## src/rtl/fp8_pkg.sv

```systemverilog
// Shared E5M2 format constants, field positions and the accumulator FSM encoding.
package fp8_pkg;

    localparam int E        = 5;
    localparam int MA       = 2;
    localparam int N        = 8;
    localparam int EXP_BIAS = 15;
    localparam int FRAC_LSB = 16;

    localparam int SIGN_BIT = 7;
    localparam int EXP_MSB  = 6;
    localparam int EXP_LSB  = 2;
    localparam int MANT_MSB = 1;
    localparam int MANT_LSB = 0;

    localparam logic [E-1:0]    EXP_INF        = 5'b11111;
    localparam logic [E+MA-1:0] MAX_FINITE_MAG = 7'b11110_11;

    typedef enum logic [1:0] {
        ST_ACC   = 2'd0,
        ST_NORM  = 2'd1,
        ST_ROUND = 2'd2,
        ST_OUT   = 2'd3
    } state_e;

endpackage

```

## src/rtl/fp8_e5m2_to_fixed.sv

```systemverilog
// Unpacks one E5M2 value into a signed fixed-point word (LSB = 2^-16).
// Zero/denormal exponents map to 0; the all-ones exponent raises is_inf_o instead.
module fp8_e5m2_to_fixed
    import fp8_pkg::*;
#(
    parameter int ACC_W = 40
) (
    input  logic [N-1:0]            data_i,
    output logic signed [ACC_W-1:0] fixed_o,
    output logic                    is_inf_o
);

    logic [E-1:0]     exp_f;
    logic [MA-1:0]    mant_f;
    logic [ACC_W-1:0] mag;

    assign exp_f  = data_i[EXP_MSB:EXP_LSB];
    assign mant_f = data_i[MANT_MSB:MANT_LSB];

    always_comb begin
        mag      = '0;
        fixed_o  = '0;
        is_inf_o = 1'b0;
        if (exp_f == EXP_INF) begin
            is_inf_o = 1'b1;
        end else if (exp_f != '0) begin
            // {1,mant} already carries a 2^2 scale, so exp-1 lands on the 2^-16 grid
            mag     = ACC_W'({1'b1, mant_f}) << (exp_f - E'(1));
            fixed_o = data_i[SIGN_BIT] ? -$signed(mag) : $signed(mag);
        end
    end

endmodule

```

## src/rtl/fp8_e5m2_accumulator.sv

```systemverilog
// Exact fixed-point reduction of an E5M2 product stream, with sequential
// normalisation and round-to-nearest-even back to one E5M2 result.
module fp8_e5m2_accumulator
    import fp8_pkg::*;
#(
    parameter int ACC_W = 40,
    parameter int BIAS  = 15
) (
    input  logic         clk,
    input  logic         rst,
    input  logic [N-1:0] in_data,
    input  logic         in_valid,
    input  logic         in_last,
    output logic         in_ready,
    output logic [N-1:0] out_data,
    output logic         out_valid,
    input  logic         out_ready,
    output logic         out_ovf
);

    localparam int CNT_W = $clog2(ACC_W);

    logic signed [ACC_W-1:0] term;
    logic                    term_inf;
    logic signed [ACC_W-1:0] acc_q;
    logic signed [ACC_W-1:0] acc_d;
    logic [ACC_W-1:0]        acc_abs;
    logic                    ovf_q;
    state_e                  state_q;
    logic [N-1:0]            out_data_q;
    logic                    out_valid_q;
    logic                    out_ovf_q;
    logic                    in_ready_q;
    logic [ACC_W-1:0]        mag_q;
    logic                    sgn_q;
    logic [CNT_W-1:0]        cnt_q;
    logic                    accept;
    logic                    load_norm;
    logic                    shift_norm;
    logic [N:0]              rounded;

    // Returns {saturated, e5m2}. mag is left-justified, c is the shift count applied.
    function automatic logic [N:0] round_e5m2(
        input logic [ACC_W-1:0] m,
        input logic [CNT_W-1:0] c,
        input logic             s,
        input logic             sat_in
    );
        logic [MA-1:0]    mant;
        logic             g;
        logic             st;
        logic             up;
        logic [MA:0]      mant_r;
        logic signed [9:0] be;
        mant   = m[ACC_W-2 -: MA];
        g      = m[ACC_W-4];
        st     = |m[ACC_W-5:0];
        up     = g & (st | mant[0]);
        mant_r = {1'b0, mant} + {{MA{1'b0}}, up};
        be     = $signed(10'(ACC_W - 1 - FRAC_LSB + BIAS))
               - $signed({{(10-CNT_W){1'b0}}, c})
               + $signed({9'b0, mant_r[MA]});
        if (sat_in)
            return {1'b1, s, MAX_FINITE_MAG};
        else if (m == '0)
            return '0;
        else if (be >= 10'sd31)
            return {1'b1, s, MAX_FINITE_MAG};
        else if (be < 10'sd1)
            return '0;
        else
            return {1'b0, s, be[E-1:0], mant_r[MA-1:0]};
    endfunction

    fp8_e5m2_to_fixed #(
        .ACC_W (ACC_W)
    ) u_to_fixed (
        .data_i   (in_data),
        .fixed_o  (term),
        .is_inf_o (term_inf)
    );

    assign accept     = in_valid & in_ready_q;
    assign acc_d      = acc_q + term;
    assign acc_abs    = acc_d[ACC_W-1] ? $unsigned(-acc_d) : $unsigned(acc_d);
    assign load_norm  = (state_q == ST_ACC) && accept && in_last;
    assign shift_norm = (state_q == ST_NORM) && (mag_q != '0) && !mag_q[ACC_W-1];
    assign rounded    = round_e5m2(mag_q, cnt_q, sgn_q, ovf_q);

    assign in_ready  = in_ready_q;
    assign out_data  = out_data_q;
    assign out_valid = out_valid_q;
    assign out_ovf   = out_ovf_q;

    always_ff @(posedge clk or posedge rst) begin
        if (rst) begin
            state_q     <= ST_ACC;
            acc_q       <= '0;
            ovf_q       <= 1'b0;
            out_data_q  <= '0;
            out_valid_q <= 1'b0;
            out_ovf_q   <= 1'b0;
            in_ready_q  <= 1'b1;
        end else begin
            case (state_q)
                ST_ACC: begin
                    if (accept) begin
                        acc_q <= acc_d;
                        if (term_inf)
                            ovf_q <= 1'b1;
                        if (in_last) begin
                            in_ready_q <= 1'b0;
                            state_q    <= ST_NORM;
                        end
                    end
                end
                ST_NORM: begin
                    if (mag_q == '0 || mag_q[ACC_W-1])
                        state_q <= ST_ROUND;
                end
                ST_ROUND: begin
                    out_ovf_q   <= rounded[N];
                    out_data_q  <= rounded[N-1:0];
                    out_valid_q <= 1'b1;
                    state_q     <= ST_OUT;
                end
                ST_OUT: begin
                    if (out_ready) begin
                        out_valid_q <= 1'b0;
                        acc_q       <= '0;
                        ovf_q       <= 1'b0;
                        in_ready_q  <= 1'b1;
                        state_q     <= ST_ACC;
                    end
                end
                default: state_q <= ST_ACC;
            endcase
        end
    end

    // Normaliser datapath: only meaningful while the FSM sits in NORM/ROUND.
    always_ff @(posedge clk) begin
        if (load_norm) begin
            mag_q <= acc_abs;
            sgn_q <= acc_d[ACC_W-1];
            cnt_q <= '0;
        end else if (shift_norm) begin
            mag_q <= mag_q << 1;
            cnt_q <= cnt_q + CNT_W'(1);
        end
    end

endmodule

```

## config.mk

```make
export PLATFORM = sky130hd
export DESIGN_NAME = fp8_e5m2_accumulator
export DESIGN_NICKNAME = d
export VERILOG_FILES = /design/src/rtl/fp8_pkg.sv /design/src/rtl/fp8_e5m2_to_fixed.sv /design/src/rtl/fp8_e5m2_accumulator.sv
export SDC_FILE = /design/constraint.sdc
export NUM_CORES = 1
export LEC_CHECK = 0
export ABC_AREA = 1
export CORE_MARGIN = 2
export CORE_UTILIZATION = 65
export DETAILED_ROUTE_END_ITERATION = 6
export GPL_TIMING_DRIVEN = 0
export PLACE_DENSITY = 0.92
export RECOVER_POWER = 100
export REMOVE_ABC_BUFFERS = 1
export SLEW_MARGIN = 20
export SYNTH_ARGS = -nofsm -noshare
export SYNTH_HDL_FRONTEND = slang
export SYNTH_HIERARCHICAL = 1
export SYNTH_SLANG_ARGS = --single-unit
```

## constraint.sdc

```tcl
create_clock -name clk -period 4.2 [get_ports clk]
set_clock_uncertainty 0.15 [all_clocks]
set_input_delay 1.26 -clock clk [delete_from_list [all_inputs] [get_ports clk]]
set_output_delay 1.26 -clock clk [all_outputs]
set_load 0.05 [all_outputs]
```

==> summary.txt, run 1 <==
outcome = did not finish
Failed at = global routing (5_1_grt)
Run Error = [ERROR DPL-0038] Utilization greater than 100%, impossible to legalize
Gate Count Post-Synth = 1815
Top Ports = 24
Ys Warns = 6
largest net degree at the start of global routing = 44
asr flop ratio synth = 53.5%
#FFs+latches synth = 101
Initial Util = 66.0%
CTS Buffer Depth = 2
FP Rows = 47
GPL Wtd Cong = 1.02
H-tree level count = 3
CTS buffer count = 9
count of hold-fix buffers inserted at cts = 0
sequential fraction of the synthesis area = 24.9%
hpwl dp = 25000 um
synthesized area = 0.0109 mm^2
CTS Root Cell = clkbuf_16
buffers added on ports = 23
Mean Syn Cell Area = 5.99 um^2
top_reg_cell synth = dfrtp_1
synth unique cells = 51
chip height = 133 um
Setup WS pre-CTS = -3.62 ns
Die W = 133 um
EDFF count, synth = 41
Sink Count = 101
placed cell area = 0.0113 mm^2
[stage by stage]
stage               hold slack (ns)  utilization [%]  instances
floorplan                     0.299                -       1774
detailed placement            0.321             68.5       2023
global placement              0.309             67.8       2017
CTS                           0.343             86.0       2139
[Yosys cell counts (12+ instances only)]
master | number | share of area, %
o21ai_0 | 99 | 4.6
inv_1 | 270 | 9.3
buf_2 | 14 | 0.64
a21oi_1 | 64 | 2.9
ha_1 | 52 | 6.0
nand3_2 | 19 | 1.7
dfrtp_1 | 53 | 12
nand2_2 | 18 | 1.0
xnor2_1 | 12 | 0.97
nor2_1 | 170 | 5.9
clkbuf_1 | 16 | 0.55
nor3_1 | 26 | 1.2
nand4_1 | 28 | 1.6
nand2_1 | 620 | 21
nand3_1 | 190 | 8.7
edfxtp_1 | 41 | 11
[kinds of logic after synthesis]
logic type / after synthesis / synth area share [%]
DFF: 101 / 24.9
AOI/OAI and AO/OA: 199 / 9.76
adders and majority gates: 53 / 6.17
buffers and inverters: 320 / 11.6
xor gates and xnor gates: 22 / 1.77
and+or+nand+nor: 1120 / 45.8
[timing repair]
item,4_1_cts
pin swaps,166
gates cloned,7
buffers inserted,93
hold endpoints to repair,0
resized for setup,485
endpoints found under the setup margin,79
==> run 2: changes to the inputs <==
--- a/config.mk
+++ b/config.mk
@@ -7,10 +7,10 @@
 export LEC_CHECK = 0
 export ABC_AREA = 1
 export CORE_MARGIN = 2
-export CORE_UTILIZATION = 65
+export CORE_UTILIZATION = 40
 export DETAILED_ROUTE_END_ITERATION = 6
 export GPL_TIMING_DRIVEN = 0
-export PLACE_DENSITY = 0.92
+export PLACE_DENSITY_LB_ADDON = 0.15
 export RECOVER_POWER = 100
 export REMOVE_ABC_BUFFERS = 1
 export SLEW_MARGIN = 20
==> summary.txt, run 2 <==
placeable core region = 0.0268 mm^2
H-tree level count = 3
R2R cell count = 19
EDFF count, synth = 41
initial antenna violation count = 0
largest net degree at the start of global routing = 44
Die W = 169 um
Initial Util = 40.6%
Max-Cap Viols = 0
Gate Count Post-Synth = 1815
LEAKAGE = 7.38 nW
setup slack after layout = -1.26 ns
final hold vios = 0
reg-to-reg endpoint = mag_q[36]
maximum operating frequency = 183 MHz
Via density = 5.37
synth unique cells = 51
top cells by count, synth = 620 x nand2_1, 270 x inv_1, 190 x nand3_1
outcome = finished with violations
CTS tree = yes
Worst-Margin Slew = 1.24 ns
Psw = 0.00519 W
area leader, netlist = nand2_1
Mean Syn Cell Area = 5.99 um^2
unrepaired setup endpoints after global routing = yes
initial drt markers = 819
Seq pwr share = 16.8%
buffers added on ports = 23
WP data arrival = 5.43 ns
failing checks = negative setup slack
peak supply drop = 467 uV
#FFs+latches synth = 101
combinational share of power = 74.4%
clock network power share = 8.9%
worst setup path start = in_data[2]
clk_lat worst skew = 0.37 ns
CTS buffer count = 9
most frequent cell after synthesis = nand2_1
DIE AREA = 0.0285 mm^2
Routed Antenna Nets = 0
top_reg_cell synth = dfrtp_1
synthesized area = 0.0109 mm^2
most common cell after layout, fill and taps aside = nand2_1
chip height = 169 um
hpwl dp = 26200 um
crit start category = input port
total detailed-routing wirelength = 38400 um
CTS Root Cell = clkbuf_16
Slew Viols, Final = 0
# fillers = 2503
gr usage total = 26.1%
CP Class = input port to register
crit path capture = mag_q[9]
Worst path slowest cell = ha_1
First-pass DRT Iterations = 5
sequential fraction of the synthesis area = 24.9%
fin crit share = 130%
Pwr Total = 0.0100 W
GRT overflow = 0
Sink Count = 101
Setup crit end kind = register
FP Rows = 60
crit-path max FO = 8
Ys Warns = 6
share of the synthesized area in the top cell type = 21.4%
commonest non-fill, non-tap cells in the layout = 457 x nand2_1, 225 x inv_1, 145 x nand2_2, 139 x nand3_1, 109 x buf_4
Worst R2R Setup Slack = 0.74 ns
required time of the critical path = 4.17 ns
Clock transition at path regs = 0.08 ns
Layout area overhead = 41.2%
fraction of layout instances using a drive strength above 1 = 35.8%
n_diodes = 0
Pint = 0.00485 W
synth top area cells = nand2_1 21%, dfrtp_1 12%, edfxtp_1 11%, inv_1 9.3%, nand3_1 8.7%
reg2reg start = acc_q[0]
wire per inst = 16.7 um
vias in the first global route = 11600
asr flop ratio synth = 53.5%
count of nets after finishing = 2017
Setup TNS = -59.04 ns
pwr dens = 654 mW/mm^2
drt drc = 0
Top Ports = 24
first-pass GRT wire length = 59300 um
crit-path most repeated cell = nand2_2
Net Sw Frac = 51.7%
routed vias = 12300
Worst slew margin = 17.3%
Final setup viols = 71
Tmin final = 5.46 ns
CTS Buffer Depth = 2
slowest stage delay, CP = 0.38 ns
GPL Wtd Cong = 0.984
hold crit path type = register to register
[run 2: power groups by stage]
stage | Sequential [W] | Clock, W | Combinational [W]
floorplan | 0.00175 | 0 | 0.00345
global placement | 0.00165 | 0 | 0.00479
detailed placement | 0.00165 | 0 | 0.00490
CTS | 0.00167 | 0.000905 | 0.00656
global route | 0.00172 | 0.000935 | 0.00815
finish | 0.00168 | 0.000890 | 0.00747
[run 2: repair_timing]
action                     in CTS  in global routing
pin swaps                     114                 80
setup buffers                  88                 40
setup endpoints to repair      79                 74
cloned                          8                  2
gates resized for setup       426                257
hold buffers                    0                  0
[run 2: cells by family (layout without fill, tap and decap cells)]
family,count (synthesis),count (layout),share of synthesized area (%)
and+or+nand+nor,1120,1123,45.8
DFF,101,101,24.9
AOI/OAI and AO/OA,199,199,9.76
xor gates and xnor gates,22,22,1.77
adders and majority gates,53,53,6.17
buffers and inverters,320,458,11.6
[run 2: critical path: cells and delay by family]
family | cells | cell delay, ns
xor+xnor | 1 | 0.15
fa+ha+maj | 3 | 0.89
simple gates | 22 | 1.97
buf+inv | 8 | 0.82
compound gates | 2 | 0.28
[run 2: layout make-up]
class | count | area (um^2) | area share (%)
flip-flops and latches | 101 | 2700 | 17.6
repair buffers | 162 | 1600 | 10.4
well taps | 341 | 427 | 2.78
multi-input cells | 1397 | 9250 | 60.3
repair inverters | 1 | 7.51 | 0.0489
clock inverters | 5 | 58.8 | 0.383
clock buffers | 11 | 233 | 1.52
inverters | 279 | 1070 | 6.97
[run 2: how the worst min path moves through the flow]
stage / start / to / slack (ns) / cells after the start
after floorplan: sgn_q / out_data[7] / 0.30 / 2
after global placement: sgn_q / out_data[7] / 0.32 / 2
after detailed placement: out_data[3] / out_data[3] / 0.32 / 2
after CTS: out_data[4] / out_data[4] / 0.34 / 2
after global routing: out_data[6] / out_data[6] / 0.36 / 2
final: out_data[4] / out_data[4] / 0.33 / 2
[run 2: routing by layer]
layer | GRT usage (%) | part of all wire, % | vias up | wire, um
met2 | 43.5 | 47 | 379 | 18000
met4 | 8.51 | 3.5 | 0 | 1350
met1 | 34.7 | 44 | 5751 | 16800
met5 | 0 | 0 | - | 0
li1 | - | - | 6101 | -
met3 | 4.07 | 5.9 | 93 | 2280
[run 2: per-stage QoR]
step	hold WS, ns	setup WS, ns	area (um^2)	std cells	util, %
6_report	0.327	-1.26	15400	2297	57.3
3_3_place_gp	0.318	-6.10	11300	2138	42.2
3_5_place_dp	0.319	-3.63	11400	2145	42.7
2_1_floorplan	0.299	-3.30	10700	1774	-
4_1_cts	0.339	-1.14	14000	2256	52.2
5_1_grt	0.358	-1.50	15400	2297	57.3
Power figures use the tool's default switching activity.
